$ cat src/rtl/dmem_dual_port_arbiter.sv
// dmem_dual_port_arbiter
//   Shares the single data-memory port between the two MEM-stage issue slots
//   of the dual-issue pipeline. A single access goes straight through with no
//   added latency. When both slots access memory in the same cycle, the block
//   serializes them: slot 1 goes first while the front of the pipeline is
//   stalled for one cycle, then slot 2. Conflict stalls are counted in a
//   saturating counter.
//
//   state  | meaning
//   -------+--------------------------------------------------------------
//   IDLE   | pass-through; a dual request grants slot 1 and raises stall
//   SERVE2 | second half of a conflict: slot 2 is granted and slot 1's load
//          | data is replayed from hold_rd
//
// Ports
//   clk, reset                  clock (rising edge), async active-low reset
//   *_inst1_Mem / *_inst1       slot-1 enables, address (ALU out), store data
//   *_inst2_Mem / *_inst2       slot-2 enables, address (ALU out), store data
//   mem_rdata                   combinational read data for mem_addr
//   mem_addr/wdata/we/re        data-memory port
//   rdata_inst1 / rdata_inst2   load results toward MEM/WB
//   mem_stall                   freezes the front of the pipeline for one cycle
//   conflict_cnt                saturating count of conflict stalls
module dmem_dual_port_arbiter #(
  parameter int ADDR_W = 8,
  parameter int DATA_W = 32,
  parameter int CNT_W  = 16
) (
  input  logic              clk,
  input  logic              reset,
  input  logic              MemReadEn_inst1_Mem,
  input  logic              MemWriteEn_inst1_Mem,
  input  logic [DATA_W-1:0] AluOutMem_inst1,
  input  logic [DATA_W-1:0] ReadData2Mem_inst1,
  input  logic              MemReadEn_inst2_Mem,
  input  logic              MemWriteEn_inst2_Mem,
  input  logic [DATA_W-1:0] AluOutMem_inst2,
  input  logic [DATA_W-1:0] ReadData2Mem_inst2,
  input  logic [DATA_W-1:0] mem_rdata,
  output logic [ADDR_W-1:0] mem_addr,
  output logic [DATA_W-1:0] mem_wdata,
  output logic              mem_we,
  output logic              mem_re,
  output logic [DATA_W-1:0] rdata_inst1,
  output logic [DATA_W-1:0] rdata_inst2,
  output logic              mem_stall,
  output logic [CNT_W-1:0]  conflict_cnt
);

  localparam logic [0:0] IDLE   = 1'b0;
  localparam logic [0:0] SERVE2 = 1'b1;

  logic [0:0]        r_state;
  logic [0:0]        w_next_state;
  logic [DATA_W-1:0] r_hold_rd;
  logic [CNT_W-1:0]  r_conflict_cnt;

  logic w_req1;
  logic w_req2;
  logic w_conflict;

  assign w_req1     = MemReadEn_inst1_Mem | MemWriteEn_inst1_Mem;
  assign w_req2     = MemReadEn_inst2_Mem | MemWriteEn_inst2_Mem;
  assign w_conflict = (r_state == IDLE) & w_req1 & w_req2;

  // Only the word-address bits of the ALU result reach the memory.
  logic w_unused;
  assign w_unused = ^{AluOutMem_inst1[DATA_W-1:ADDR_W],
                      AluOutMem_inst2[DATA_W-1:ADDR_W]};

  // The memory port is forced quiet while reset is held, even if the
  // pipeline registers upstream still present requests.
  always_comb begin
    w_next_state = r_state;
    mem_addr     = '0;
    mem_wdata    = '0;
    mem_we       = 1'b0;
    mem_re       = 1'b0;
    mem_stall    = 1'b0;
    if (reset) begin
      case (r_state)
        IDLE: begin
          if (w_req1) begin
            mem_addr  = AluOutMem_inst1[ADDR_W-1:0];
            mem_wdata = ReadData2Mem_inst1;
            mem_we    = MemWriteEn_inst1_Mem;
            // read+write in one slot behaves as a write
            mem_re    = MemReadEn_inst1_Mem & ~MemWriteEn_inst1_Mem;
            if (w_req2) begin
              mem_stall    = 1'b1;
              w_next_state = SERVE2;
            end
          end else if (w_req2) begin
            mem_addr  = AluOutMem_inst2[ADDR_W-1:0];
            mem_wdata = ReadData2Mem_inst2;
            mem_we    = MemWriteEn_inst2_Mem;
            mem_re    = MemReadEn_inst2_Mem & ~MemWriteEn_inst2_Mem;
          end
        end
        SERVE2: begin
          // Never stalls here, so a conflicting pair costs at most one cycle.
          if (w_req2) begin
            mem_addr  = AluOutMem_inst2[ADDR_W-1:0];
            mem_wdata = ReadData2Mem_inst2;
            mem_we    = MemWriteEn_inst2_Mem;
            mem_re    = MemReadEn_inst2_Mem & ~MemWriteEn_inst2_Mem;
          end
          w_next_state = IDLE;
        end
        default: w_next_state = IDLE;
      endcase
    end
  end

  always_ff @(posedge clk or negedge reset) begin
    if (!reset) begin
      r_state        <= IDLE;
      r_hold_rd      <= '0;
      r_conflict_cnt <= '0;
    end else begin
      r_state <= w_next_state;
      if (w_conflict) begin
        // slot 1's load result must survive while slot 2 owns the port
        r_hold_rd <= mem_rdata;
        if (r_conflict_cnt != {CNT_W{1'b1}}) begin
          r_conflict_cnt <= r_conflict_cnt + 1'b1;
        end
      end
    end
  end

  assign rdata_inst1  = (r_state == SERVE2) ? r_hold_rd : mem_rdata;
  assign rdata_inst2  = mem_rdata;
  assign conflict_cnt = r_conflict_cnt;

endmodule

$ cat config.mk
export PLATFORM = sky130hd
export DESIGN_NAME = dmem_dual_port_arbiter
export DESIGN_NICKNAME = d
export VERILOG_FILES = /design/src/rtl/dmem_dual_port_arbiter.sv
export SDC_FILE = /design/constraint.sdc
export NUM_CORES = 1
export LEC_CHECK = 0
export BUFFER_PORTS_ARGS = -buffer_cell sky130_fd_sc_hd__clkbuf_2
export CORE_AREA = 3 3 110 112
export DETAILED_ROUTE_END_ITERATION = 10
export DIE_AREA = 0 0 113 115
export PLACE_DENSITY = 0.64
export SLEW_MARGIN = 20
export SYNTH_ARGS = -nofsm -noshare
export SYNTH_HDL_FRONTEND = slang
export SYNTH_SLANG_ARGS = --single-unit
$ cat constraint.sdc
create_clock -name clk -period 2.5 [get_ports clk]
set_input_delay 0.25 -clock clk [delete_from_list [all_inputs] [get_ports clk]]
set_output_delay 0.25 -clock clk [all_outputs]
set_load 0.01 [all_outputs]
==> summary by stage, run 1 <==
Yosys
By area the synthesized netlist is led by sky130_fd_sc_hd__dfrtp_1 (36%), sky130_fd_sc_hd__nand2_1 (15%), sky130_fd_sc_hd__mux2_2 (11%). The combined area of all synthesized cells is 3425 um2. The post-synthesis sequential element count is 49. The largest total area in the synthesized netlist belongs to sky130_fd_sc_hd__dfrtp_1. Among all cell types in the netlist, the one instantiated most often is sky130_fd_sc_hd__nand2_1. The number of distinct library cells after synthesis is 34.

Synthesis produced a netlist whose cell count is 423. The number of flops mapped to enable cells by yosys is 0. The top cell type by area accounts for 35.81% of the synthesized area. In the synthesized netlist the dominant register cell turns out to be sky130_fd_sc_hd__dfrtp_1. The Yosys step of the flow raised 0 warnings. For this run, asynchronously set or reset flops after synthesis account for 100.0%.

The sequential-to-total area share from yosys stat is 35.81%. When the netlist entered floorplanning its net count stood at 590. Sorting the synthesized cells by how often they occur yields sky130_fd_sc_hd__nand2_1 (140), sky130_fd_sc_hd__dfrtp_1 (49), sky130_fd_sc_hd__nand3_1 (45), sky130_fd_sc_hd__a21boi_0 (40), sky130_fd_sc_hd__mux2_2 (33). After synthesis, the mean cell area works out to 8.096 um2.

Floorplan
The floorplan step set the die width to 113 um. The area of the core region is 11320 um2. The count of standard-cell rows is 39. The die covers 13000 um2.

Once the floorplan was initialized, standard cells occupied 30.25% of the core. The vertical die dimension is 115 um. The number of top-level pins is 289.

Critical path
The required time reported for the critical path endpoint is 2.25 ns. The timing endpoint of the critical path is mem_wdata[15]. The critical path is of the reg2out type. The startpoint identified for the worst register-to-register timing path is r_state$_DFFE_PN0P_.

STA classifies the critical path endpoint as a primary output. At the worst endpoint, the arrival time is 1.89 ns. The critical path startpoint category is a flop. The number of cells on the worst reg-to-reg path is 4. The critical-path maximum fanout is 31.

The worst register-to-register path ends at conflict_cnt[1]$_DFFE_PN0P_. The startpoint of the most critical setup path is r_state$_DFFE_PN0P_. The worst reg-to-reg setup slack is 0.54 ns.

Global route
The number of global-route vias before repair was 3294. The initial antenna violation count is 0. The total congestion overflow after global routing is 0. The maximum number of pins on one net before global-route repair is 51. The first-pass GRT wire length is 16.08 mm. Across every metal layer, demand over resource in global routing totals 15.01%.

Detailed routing
In this run the remaining antenna-violating nets after routing total 0. Using the TritonRoute via totals, the vias-per-cell ratio works out to 4.741. The DRC violations left is 0. In the final routing, the length of wire on met1 measures 4.071 mm. After detailed routing, no signal wire sits above met4. Dividing the detail-routed wire length by the instance count gives 13.81 um. The count of routing violations after the opening detailed-route iteration is 187. Summing over every cut layer, the via total after detailed routing is 3603.

The amount of wire on met2 after detailed routing is 5.449 mm. The number of iterations in the first detailed-routing pass is 4. Wires add up to 10.50 mm. Summed over all nets, wire length on met3 after detailed routing comes to 865 um.

Hold path
In this run the worst hold path is classified as in2reg. The start point of the worst min-delay path is mem_rdata[8].

Layout
The layout has 1157 filler cells. The number of antenna diodes in the final layout is 0. For this run, the post-layout net count is 784. The growth of design area from synthesis to finish is 37.16%.

The fraction of final layout cells sized beyond drive strength 1 is 47.65%.

Clock network
The cell sitting at the root of the clock tree is a sky130_fd_sc_hd__clkbuf_16. Clock-pin slew was measured on the worst setup and hold paths at 0.07 ns. The sink count of the clock tree is 49. Counting along the longest clock path gives a buffer depth of 2. The post-CTS repair timing setup buffer count is 0. TritonCTS built the clock tree. The later pin in the worst-skew pair is clocked with a latency of 0.29 ns. The CTS buffer count is 5. The H-tree was split into 2 levels.

Pwr
Across the VDD grid, the largest voltage drop is 0.3565 mV. Dividing total power by cell area gives a power density of 686.1 nW/um2. The analysis attributes to cell leakage a power of 2.591 nW.

Timing
Setup repair after global routing left no endpoint under its margin. Final hold analysis gives a worst-case slack of 0.1833 ns. Timing would allow up to 467.2 MHz. At the pin with the least slew margin, the transition time is 0.5678 ns.

The smallest clock period supported by the final layout is computed as 2.140 ns. The number of max-slew violations in the final report is 0. Clock skew on the completed layout was measured at 0.004390 ns. Dividing the final minimum period by the clock period gives 85.61%.

The final-report hold violation count is 0. The worst slew margin relative to its limit is 62.14%. In the final timing run, aggregate negative setup slack is 0 ns.

In the post-route analysis, the smallest setup slack over all paths is 0.3597 ns. Setup violations remaining at the end of the flow were counted as 0.

Status
The run finished with clean final reports.

Placement
OpenSTA, run right after detailed placement, puts the worst setup slack at 0.5150 ns. Detailed placement finished with a half-perimeter wire length of 8.345 mm. The count of buffers added on input and output ports is 240.

The final weighted congestion in routability-driven placement is 0.8162.

Job
Across the run, the number of max-cap violations was 0.
-- worst min-delay path by stage --
stage / endpoint / cells after the start
5_1_grt: r_hold_rd[5]$_DFFE_PN0P_ / 3
3_5_place_dp: r_state$_DFFE_PN0P_ / 1
4_1_cts: r_hold_rd[26]$_DFFE_PN0P_ / 3
2_1_floorplan: conflict_cnt[0]$_DFFE_PN0P_ / 0
6_report: r_hold_rd[8]$_DFFE_PN0P_ / 3
3_3_place_gp: r_state$_DFFE_PN0P_ / 1
-- repair_timing --
action	in CTS	in global routing
resized for setup	0	0
hold buffers	1	0
endpoints found under the hold margin	5	0
-- layout make-up --
class | count | area (um2) | share of cell area (%)
Multi-Input combinational cell | 312 | 1854 | 39.48
Timing Repair Buffer | 248 | 1291 | 27.49
Sequential cell | 49 | 1226 | 26.11
Tap cell | 143 | 178.9 | 3.809
Clock buffer | 7 | 142.6 | 3.037
Inverter | 1 | 3.754 | 0.07991
-- worst max-delay path: stages (launching register included) --
cell	delay, ns
sky130_fd_sc_hd__dfrtp_1	0.40
sky130_fd_sc_hd__o21bai_4	0.23
sky130_fd_sc_hd__buf_4	0.37
sky130_fd_sc_hd__nand3_1	0.11
sky130_fd_sc_hd__a21boi_0	0.29
sky130_fd_sc_hd__clkbuf_2	0.19
-- flip-flops by register name (all words and copies together), names as in the netlist --
| register | count |
|---|---|
| r_hold_rd | 32 |
| conflict_cnt | 16 |
| r_state | 1 |
-- cell families after synthesis --
logic type      Yosys count  share of synthesized area (%)
compound gates           45                          9.938
flops                    49                          35.81
simple gates            217                          28.53
mux                      34                          11.18
xor+xnor                 15                          3.836
buf+inv                  62                          10.34
fa+ha+maj                 1                         0.3653
-- routing by layer --
metal  vias to the layer above  GRT usage, %
met5                         -             0
met4                         0         3.606
met3                        10         3.421
met2                       162         27.80
met1                      1657         17.59
li1                       1774             -
-- metrics by stage --
step	instance area, um2	total power [mW]	utilization [%]	std cells
global placement	4544	2.550	40.14	752
finish	4697	3.223	41.49	760
floorplan	3425	2.003	-	423
CTS	4697	3.278	41.49	760
global route	4697	3.470	41.49	760
detailed placement	4544	2.593	40.14	752
-- cell usage in the layout (no fill, tap or decap), types with 2 or more instances in the layout --
cell type,count
sky130_fd_sc_hd__nor2_1,4
sky130_fd_sc_hd__nand3_1,45
sky130_fd_sc_hd__a21boi_0,40
sky130_fd_sc_hd__nor3_1,7
sky130_fd_sc_hd__xor2_1,15
sky130_fd_sc_hd__nand2_1,140
sky130_fd_sc_hd__nand2b_1,2
sky130_fd_sc_hd__buf_4,6
sky130_fd_sc_hd__mux2_2,33
sky130_fd_sc_hd__and4_1,2
sky130_fd_sc_hd__clkbuf_2,239
sky130_fd_sc_hd__buf_12,2
sky130_fd_sc_hd__nor4_1,2
sky130_fd_sc_hd__clkbuf_16,5
sky130_fd_sc_hd__nor3b_1,2
sky130_fd_sc_hd__nand4_1,3
sky130_fd_sc_hd__dfrtp_1,49
-- where the power goes --
| part | switching (mW) | leakage, nW | internal, mW | total, mW |
|---|---|---|---|---|
| clock | 0.274 | 0.0700 | 0.393 | 0.667 |
| sequential | 0.188 | 0.603 | 1.01 | 1.19 |
| combinational | 0.748 | 1.92 | 0.614 | 1.36 |
(Power assumes the default switching activity.)
==> run 2: changes to the inputs <==
--- a/config.mk
+++ b/config.mk
@@ -9,7 +9,7 @@
 export CORE_AREA = 3 3 110 112
 export DETAILED_ROUTE_END_ITERATION = 10
 export DIE_AREA = 0 0 113 115
-export PLACE_DENSITY = 0.64
+export PLACE_DENSITY = 0.66
 export SLEW_MARGIN = 20
 export SYNTH_ARGS = -nofsm -noshare
 export SYNTH_HDL_FRONTEND = slang
==> summary by stage, run 2 (synthesis gave the netlist of run 1 again) <==
Layout
The flip-flop count of the largest register, all copies and words added is 32 (unchanged). The growth of design area from synthesis to finish is 36.57%. Ranked by flip-flop count, first place goes to r_hold_rd.

The final antenna diode count came to 0 (unchanged). The layout net count was 785 (+0.13%). The library cell used most frequently in the layout, excluding fill and tap cells, is sky130_fd_sc_hd__clkbuf_2.

The fraction of final layout cells sized beyond drive strength 1 is 47.66% (about the same). The total non-filler cell area in the finished layout is 4677 um2 (-0.43%). The number of fillers in the final layout is 1129 (-2.4%). In the layout the commonest cells are sky130_fd_sc_hd__clkbuf_2 (239), sky130_fd_sc_hd__nand2_1 (140), sky130_fd_sc_hd__dfrtp_1 (49), sky130_fd_sc_hd__nand3_1 (45), sky130_fd_sc_hd__a21boi_0 (40).

Timing
Setup repair after global routing left no endpoint under its margin. The share of the cycle needed by the critical path after routing is 84.69% (-0.92 points). The shortest period the worst path allows is 2.117 ns (-0.02312 ns). The number of endpoints failing setup at the final stage is 0 (unchanged). The worst clock skew is 0.005638 ns (+0.001248 ns). The final-report hold violation count is 0 (unchanged).

The worst slew margin relative to its limit is 64.10% (+2.0 points). The final total negative setup slack was 0 ns (unchanged). The number of max-slew violations in the final report is 0 (unchanged). The upper clock frequency limit is 472.3 MHz (+1.1%). The transition time at the pin with the least slew margin is 0.5385 ns (-0.02933 ns).

Global route
The global-route usage over all layers is 15.15% (+0.14 points). The maximum number of pins on one net before global-route repair was 58 (+14%). The initial antenna violation count came to 0 (unchanged). The total congestion overflow after global routing is 0 (unchanged). The first-pass GRT wire length is 16.19 mm (+0.68%). The number of global-route vias before repair is 3270 (-0.73%).

Hold path
The class of the tightest hold or removal check is in2reg.

Clock network
The number of gates resized after cts is 0 (unchanged). The CTS buffer count is 5 (unchanged). The TritonCTS clock tree is built. CTS placed an instance of sky130_fd_sc_hd__clkbuf_16 at the clock tree root. The clock insertion delay at the later pin of the skew report is 0.28 ns (about the same).

The buffer levels on the longest clock path is 2 (unchanged). The clock transition at the registers of the reported paths is 0.07 ns (about the same). The sink count of the clock tree is 49 (unchanged). The number of H-tree branching levels was 2 (unchanged).

Detailed routing
The per-cell routed wire length was 13.68 um (-0.92%). The detailed-route via count is 3523 (-2.2%). The number of nets with antenna violations after routing is 0 (unchanged). The DRC violations left is 0 (unchanged).

The number of iterations in the first detailed-routing pass is 4 (unchanged). The total detailed-routing wirelength came to 10.43 mm (-0.66%). The routed via count divided by cell count is 4.623 (-2.5%). The count of routing violations after the opening detailed-route iteration is 157 (-16%).

Critical path
The critical-path maximum fanout is 41 (+32%). The classification of the worst setup path is reg2out. The data arrival time of the worst path is 1.87 ns (-0.02 ns). On the critical path the largest part of the delay comes from buffers and inverters. The longest individual stage delay on the worst path is 0.41 ns (about the same). STA classifies the critical path endpoint as a primary output. The required time reported for the critical path endpoint was 2.25 ns (about the same).

The worst setup path is launched from a flop. The critical path goes through o21bai_4, buf_4, nand3_1, a21boi_0, clkbuf_2. The number of buffers and inverters on the critical path is 2 (unchanged).

For this design, the slowest cell found on the critical path is sky130_fd_sc_hd__buf_4.

Placement
The HPWL reported at the end of detailed placement came to 8.215 mm (-1.6%). The final weighted congestion in routability-driven placement was 0.7771 (-4.8%). The total cell area at the placement stage is 4527 um2 (-0.39%). The count of buffers inserted at the top-level ports is 240 (unchanged).

Pwr
The leakage component of the power was 2.581 nW (-0.37%). The peak supply drop is 0.2968 mV (-17%). The power density over cell area is 683.0 nW/um2 (-0.46%).

Floorplan
The count of standard-cell rows was 39 (unchanged). The number of top-level pins is 289 (unchanged). The die outline area is 13000 um2 (unchanged).

The initial standard-cell utilization of the core is 30.25% (unchanged). The vertical die dimension is 115 um (unchanged). The area of the core region is 11320 um2 (unchanged).

The overall die width was 113 um (unchanged).

Status
The flow ran to the end, and the final reports show no timing, DRC or antenna violations.

Job
The max-cap check violation count is 0 (unchanged).
-- run 2: final timing paths --
check | slack (ns) | endpoint | cells after the start | start
max | 0.38 | mem_wdata[13] | 5 | r_state$_DFFE_PN0P_
min | 0.18 | r_hold_rd[6]$_DFFE_PN0P_ | 3 | mem_rdata[6]
max reg2reg | 0.65 | conflict_cnt[1]$_DFFE_PN0P_ | 5 | conflict_cnt[0]$_DFFE_PN0P_
min reg2reg | 0.47 | r_hold_rd[31]$_DFFE_PN0P_ | 2 | r_hold_rd[31]$_DFFE_PN0P_
max in group asynchronous | 1.13 | conflict_cnt[0]$_DFFE_PN0P_ | 3 | reset
min in group asynchronous | 0.49 | conflict_cnt[11]$_DFFE_PN0P_ | 2 | reset
-- run 2: layout make-up --
class / instances / area, um2 / area share, %
multi-input combinational: 312 / 1854 / 39.65
clock buffer: 7 / 132.6 / 2.836
inverter: 1 / 3.754 / 0.08026
clock inverter: 1 / 7.507 / 0.1605
timing repair buffer: 249 / 1274 / 27.23
sequential: 49 / 1226 / 26.22
tap: 143 / 178.9 / 3.826
-- run 2: per-stage QoR --
stage | std cells | hold slack (ns) | utilization, % | total power, mW | setup WS (ns)
after floorplan | 423 | -0.04559 | - | 2.003 | 0.7045
after global placement | 753 | 0.2519 | 39.99 | 2.538 | 0.6563
after detailed placement | 753 | 0.2518 | 39.99 | 2.572 | 0.6190
after CTS | 762 | 0.1761 | 41.31 | 3.253 | 0.3105
after global routing | 762 | 0.1857 | 41.31 | 3.449 | 0.2078
final | 762 | 0.1822 | 41.31 | 3.194 | 0.3828
-- run 2: per-layer routing --
metal	GRT usage (%)	share of wire, %	wire (um)
met3	3.474	8.0	832
met1	18.71	40	4219
met5	0	0	0
met4	2.163	0.33	34
met2	27.61	51	5340
-- run 2: where the power goes --
group | internal [mW] | leakage, nW | switching (mW)
Combinational | 0.601 | 1.91 | 0.743
Sequential | 1.01 | 0.603 | 0.188
Clock | 0.372 | 0.0641 | 0.284
-- run 2: what timing repair did --
action,in CTS,in global routing
hold buffers,1,0
hold endpoints to repair,12,0
buffers inserted,0,0
-- run 2: worst reg2reg max path, cell delays in order, from the launching register on --
cell	delay, ns
sky130_fd_sc_hd__dfrtp_1	0.44
sky130_fd_sc_hd__ha_1	0.19
sky130_fd_sc_hd__nand3_1	0.13
sky130_fd_sc_hd__nor4_4	0.50
sky130_fd_sc_hd__nor2_1	0.14
sky130_fd_sc_hd__mux2_1	0.33
==> run 3: changes to the inputs <==
--- a/config.mk
+++ b/config.mk
@@ -5,10 +5,11 @@
 export SDC_FILE = /design/constraint.sdc
 export NUM_CORES = 1
 export LEC_CHECK = 0
+export ABC_AREA = 1
 export BUFFER_PORTS_ARGS = -buffer_cell sky130_fd_sc_hd__clkbuf_2
-export CORE_AREA = 3 3 110 112
+export CORE_AREA = 3 3 111 113
 export DETAILED_ROUTE_END_ITERATION = 10
-export DIE_AREA = 0 0 113 115
+export DIE_AREA = 0 0 114 116
 export PLACE_DENSITY = 0.66
 export SLEW_MARGIN = 20
 export SYNTH_ARGS = -nofsm -noshare
==> constraint.sdc (replaced) <==
create_clock -name clk -period 2.06 [get_ports clk]
set_input_delay 0.206 -clock clk [delete_from_list [all_inputs] [get_ports clk]]
set_output_delay 0.206 -clock clk [all_outputs]
set_load 0.01 [all_outputs]
==> summary by stage, run 3 <==
Yosys
The number of warnings issued by yosys is 0 (unchanged). Of all cell types, the one taking the most synthesized area is sky130_fd_sc_hd__dfrtp_1. The sequential-to-total area share from yosys stat is 34.25% (-1.6 points).

The number of distinct library cells after synthesis is 29 (-15%). The post-synthesis sequential element count was 49 (unchanged). The number of instances in the synthesized netlist is 548 (+30%).

In the synthesized netlist the dominant register cell turns out to be sky130_fd_sc_hd__dfrtp_1. The number of flops mapped to enable cells by yosys is 0 (unchanged). Yosys attributes the largest share of cell area to sky130_fd_sc_hd__dfrtp_1 (34%), sky130_fd_sc_hd__nand2_1 (14%), sky130_fd_sc_hd__o21ai_0 (6.9%). Ranked by instance count, the synthesized netlist is headed by sky130_fd_sc_hd__nand2_1 (131), sky130_fd_sc_hd__nor2_1 (62), sky130_fd_sc_hd__inv_1 (51), sky130_fd_sc_hd__dfrtp_1 (49), sky130_fd_sc_hd__o21ai_0 (49).

The synthesized area per cell is 6.532 um2 (-19%). The fraction of registers with async set/reset is 100.0% (unchanged). The dominant cell by count in the synthesized netlist is sky130_fd_sc_hd__nand2_1. The number of nets produced by synthesis was 715 (+21%). The area fraction of the dominant cell type after synthesis was 34.25% (-1.6 points). The combined area of all synthesized cells is 3580 um2 (+4.5%).

Global route
The global-route track usage on met3 is 3.081% (-0.39 points). After global routing, the most crowded layer is met2. The number of global-route vias before repair is 3670 (+12%). The met2 layer usage reported by global route is 28.18% (+0.57 points). The first-pass GRT wire length was 17.75 mm (+9.7%). The global-route usage over all layers is 16.22% (+1.1 points). The maximum number of pins on one net before global-route repair is 70 (+21%). The total congestion overflow after global routing was 0 (unchanged). The initial antenna violation count is 0 (unchanged). The met1 track utilization from global routing came to 21.62% (+2.9 points).

Pwr
The leakage component of the power is 2.653 nW (+2.8%). The internal cell power is 2.158 mW (+9.0%). The proportion of power drawn by flip-flops and latches was 37.2% (-0.2 points). The peak supply drop is 0.5135 mV (+73%). The clock network fraction of total power came to 23.8% (+3.2 points).

The share of total power consumed by net switching is 37.99% (-0.060 points). The switching component of the power was 1.322 mW (+8.8%). The part of the power in combinational logic was 39.0% (-3.1 points).

The power density over cell area is 717.4 nW/um2 (+5.0%).

Detailed routing
The detailed-route via count is 4068 (+15%). The count of routing violations after the opening detailed-route iteration came to 238 (+52%). The total detailed-routing wirelength is 11.49 mm (+10%). The per-cell routed wire length is 12.98 um (-5.2%). The DRC violations left is 0 (unchanged). The number of nets with antenna violations after routing is 0 (unchanged).

The number of iterations in the first detailed-routing pass is 4 (unchanged). The routed via count divided by cell count came to 4.597 (-0.58%).

Timing
Setup repair after global routing left no endpoint under its margin. The share of the cycle needed by the critical path after routing is 92.96%. The transition time at the pin with the least slew margin is 0.8179 ns (+0.2794 ns). The number of endpoints failing setup at the final stage came to 0 (unchanged). The upper clock frequency limit is 522.2 MHz. The worst slew margin relative to its limit is 45.27% (-19 points).

The number of max-slew violations in the final report was 0 (unchanged). After layout, the minimum clock period comes to 1.915 ns. The final total negative setup slack is 0 ns (unchanged). The final-report hold violation count is 0 (unchanged).

The worst clock skew came to 0.003746 ns (-0.001892 ns).

Layout
The flip-flop count of the largest register, all copies and words added was 32 (unchanged). The top register by number of flip-flops is r_hold_rd. The library cell used most frequently in the layout, excluding fill and tap cells, is sky130_fd_sc_hd__clkbuf_2. The total non-filler cell area in the finished layout is 4851 um2 (+3.7%).

The number of standard cells in the layout, taps in and fillers out came to 885 (+16%). The top cell types in the final layout, fill and taps aside, are sky130_fd_sc_hd__clkbuf_2 (240), sky130_fd_sc_hd__nand2_1 (131), sky130_fd_sc_hd__nor2_1 (62), sky130_fd_sc_hd__inv_1 (51), sky130_fd_sc_hd__o21ai_0 (49). The number of fillers in the final layout is 1253 (+11%). The layout net count is 908 (+16%). The area growth from synthesis to layout is 35.51%.

The storage element area is 1227 um2 (+0.10%). The final antenna diode count is 0 (unchanged). The area used by multi-input combinational logic came to 1737 um2 (-6.3%). The fraction of final layout cells sized beyond drive strength 1 was 36.66% (-11 points).

Critical path
The critical-path maximum fanout came to 11 (-73%). The data arrival time of the worst path is 2.13 ns (+0.26 ns). The required time reported for the critical path endpoint came to 2.27 ns (+0.02 ns). The slowest stage of the critical path is the sky130_fd_sc_hd__nor2_1 cell. The cell that appears most often on the critical path is sky130_fd_sc_hd__nor2_1. The worst reg-to-reg setup slack was 0.14 ns (-0.51 ns). The longest individual stage delay on the worst path is 0.62 ns (+0.21 ns). The number of buffers and inverters on the critical path was 1 (-1). The worst setup path is captured at a flop. STA classifies the critical path startpoint as a flop. The critical path goes through ha_1, nand3_2, inv_2, nand2_2, nor2_1, nor2_1, nand2_1, o21ai_2. The critical path is of the reg2reg type.

Among cell families on the critical path, the largest total delay comes from simple AND/OR/NAND/NOR gates.

Placement
The total cell area at the placement stage was 4705 um2 (+3.9%). The number of instances in the placed design is 877 (+16%). The final weighted congestion in routability-driven placement came to 0.8445 (+8.7%). The HPWL reported at the end of detailed placement is 8.903 mm (+8.4%).

The count of buffers inserted at the top-level ports is 240 (unchanged).

Clock network
The TritonCTS clock tree is built. The CTS buffer count was 5 (unchanged). The post-CTS repair timing setup buffer count is 0 (unchanged). The number of gates resized after cts is 0 (unchanged).

The cell chosen for the clock root is sky130_fd_sc_hd__clkbuf_16. The number of H-tree branching levels was 2 (unchanged). The sink count of the clock tree is 49 (unchanged). The clock transition at the registers of the reported paths is 0.07 ns (about the same).

The number of buffers inserted by hold repair at cts is 0 (-1). The clock insertion delay at the later pin of the skew report was 0.29 ns (about the same). The buffer levels on the longest clock path is 2 (unchanged).

Status
The run finished with clean final reports.

Job
The max-cap check violation count came to 0 (unchanged).

Floorplan
The vertical die dimension is 116 um (+0.87%). The die outline area is 13220 um2 (+1.8%). The count of standard-cell rows is 39 (unchanged).

The area of the core region is 11420 um2 (+0.86%). The initial standard-cell utilization of the core is 31.35% (+1.1 points). The number of top-level pins is 289 (unchanged).

The overall die width was 114 um (+0.88%).

Hold path
The class of the tightest hold or removal check is in2async.
-- run 3: power by group through the flow --
stage,clock network (mW),registers (mW),logic [mW]
2_1_floorplan,0,1.31,0.820
3_3_place_gp,0,1.31,1.36
3_5_place_dp,0,1.31,1.38
4_1_cts,0.869,1.30,1.38
5_1_grt,0.908,1.32,1.53
6_report,0.828,1.30,1.36
-- run 3: area by class of cell --
cell class                      count  area share (%)
Clock buffer                        5           2.579
Clock inverter                      3          0.4385
Sequential cell                    49           25.30
Tap cell                          143           3.688
Timing Repair Buffer              251           28.01
Inverter                           54           4.178
Multi-Input combinational cell    380           35.80
-- run 3: worst paths after layout --
| path | start | endpoint | cells past startpoint |
|---|---|---|---|
| min in group clk | mem_rdata[28] | r_hold_rd[28]$_DFFE_PN0P_ | 3 |
| worst max-delay path | conflict_cnt[1]$_DFFE_PN0P_ | conflict_cnt[8]$_DFFE_PN0P_ | 8 |
| max in group asynchronous | reset | r_state$_DFFE_PN0P_ | 2 |
| worst max register to register | conflict_cnt[1]$_DFFE_PN0P_ | conflict_cnt[8]$_DFFE_PN0P_ | 8 |
| worst min register to register | r_hold_rd[8]$_DFFE_PN0P_ | r_hold_rd[8]$_DFFE_PN0P_ | 2 |
| worst min-delay path | reset | r_hold_rd[5]$_DFFE_PN0P_ | 2 |
-- run 3: cells by family (layout without fill, tap and decap cells) --
family | Yosys count | after routing | share of synthesized area [%]
xor+xnor | 4 | 4 | 0.9789
fa+ha+maj | 1 | 1 | 0.3495
flops | 49 | 49 | 34.25
compound gates | 114 | 114 | 16.53
buf+inv | 119 | 313 | 17.23
simple gates | 261 | 261 | 30.65
-- run 3: layer usage --
layer  vias up  wire [um]
met1      1789       4967
met3         4        732
met4         0         39
li1       2115          -
met5         -          0
met2       160       5745
-- run 3: metrics by stage --
stage	hold slack (ns)	total power, mW	setup WS, ns	util [%]
global route	0.1779	3.765	0.01064	42.48
global placement	0.4670	2.665	0.1518	41.20
finish	0.1176	3.480	0.1449	42.48
floorplan	-0.08959	2.126	0.5600	-
detailed placement	0.4727	2.685	0.1335	41.20
CTS	0.1655	3.542	0.1202	42.48
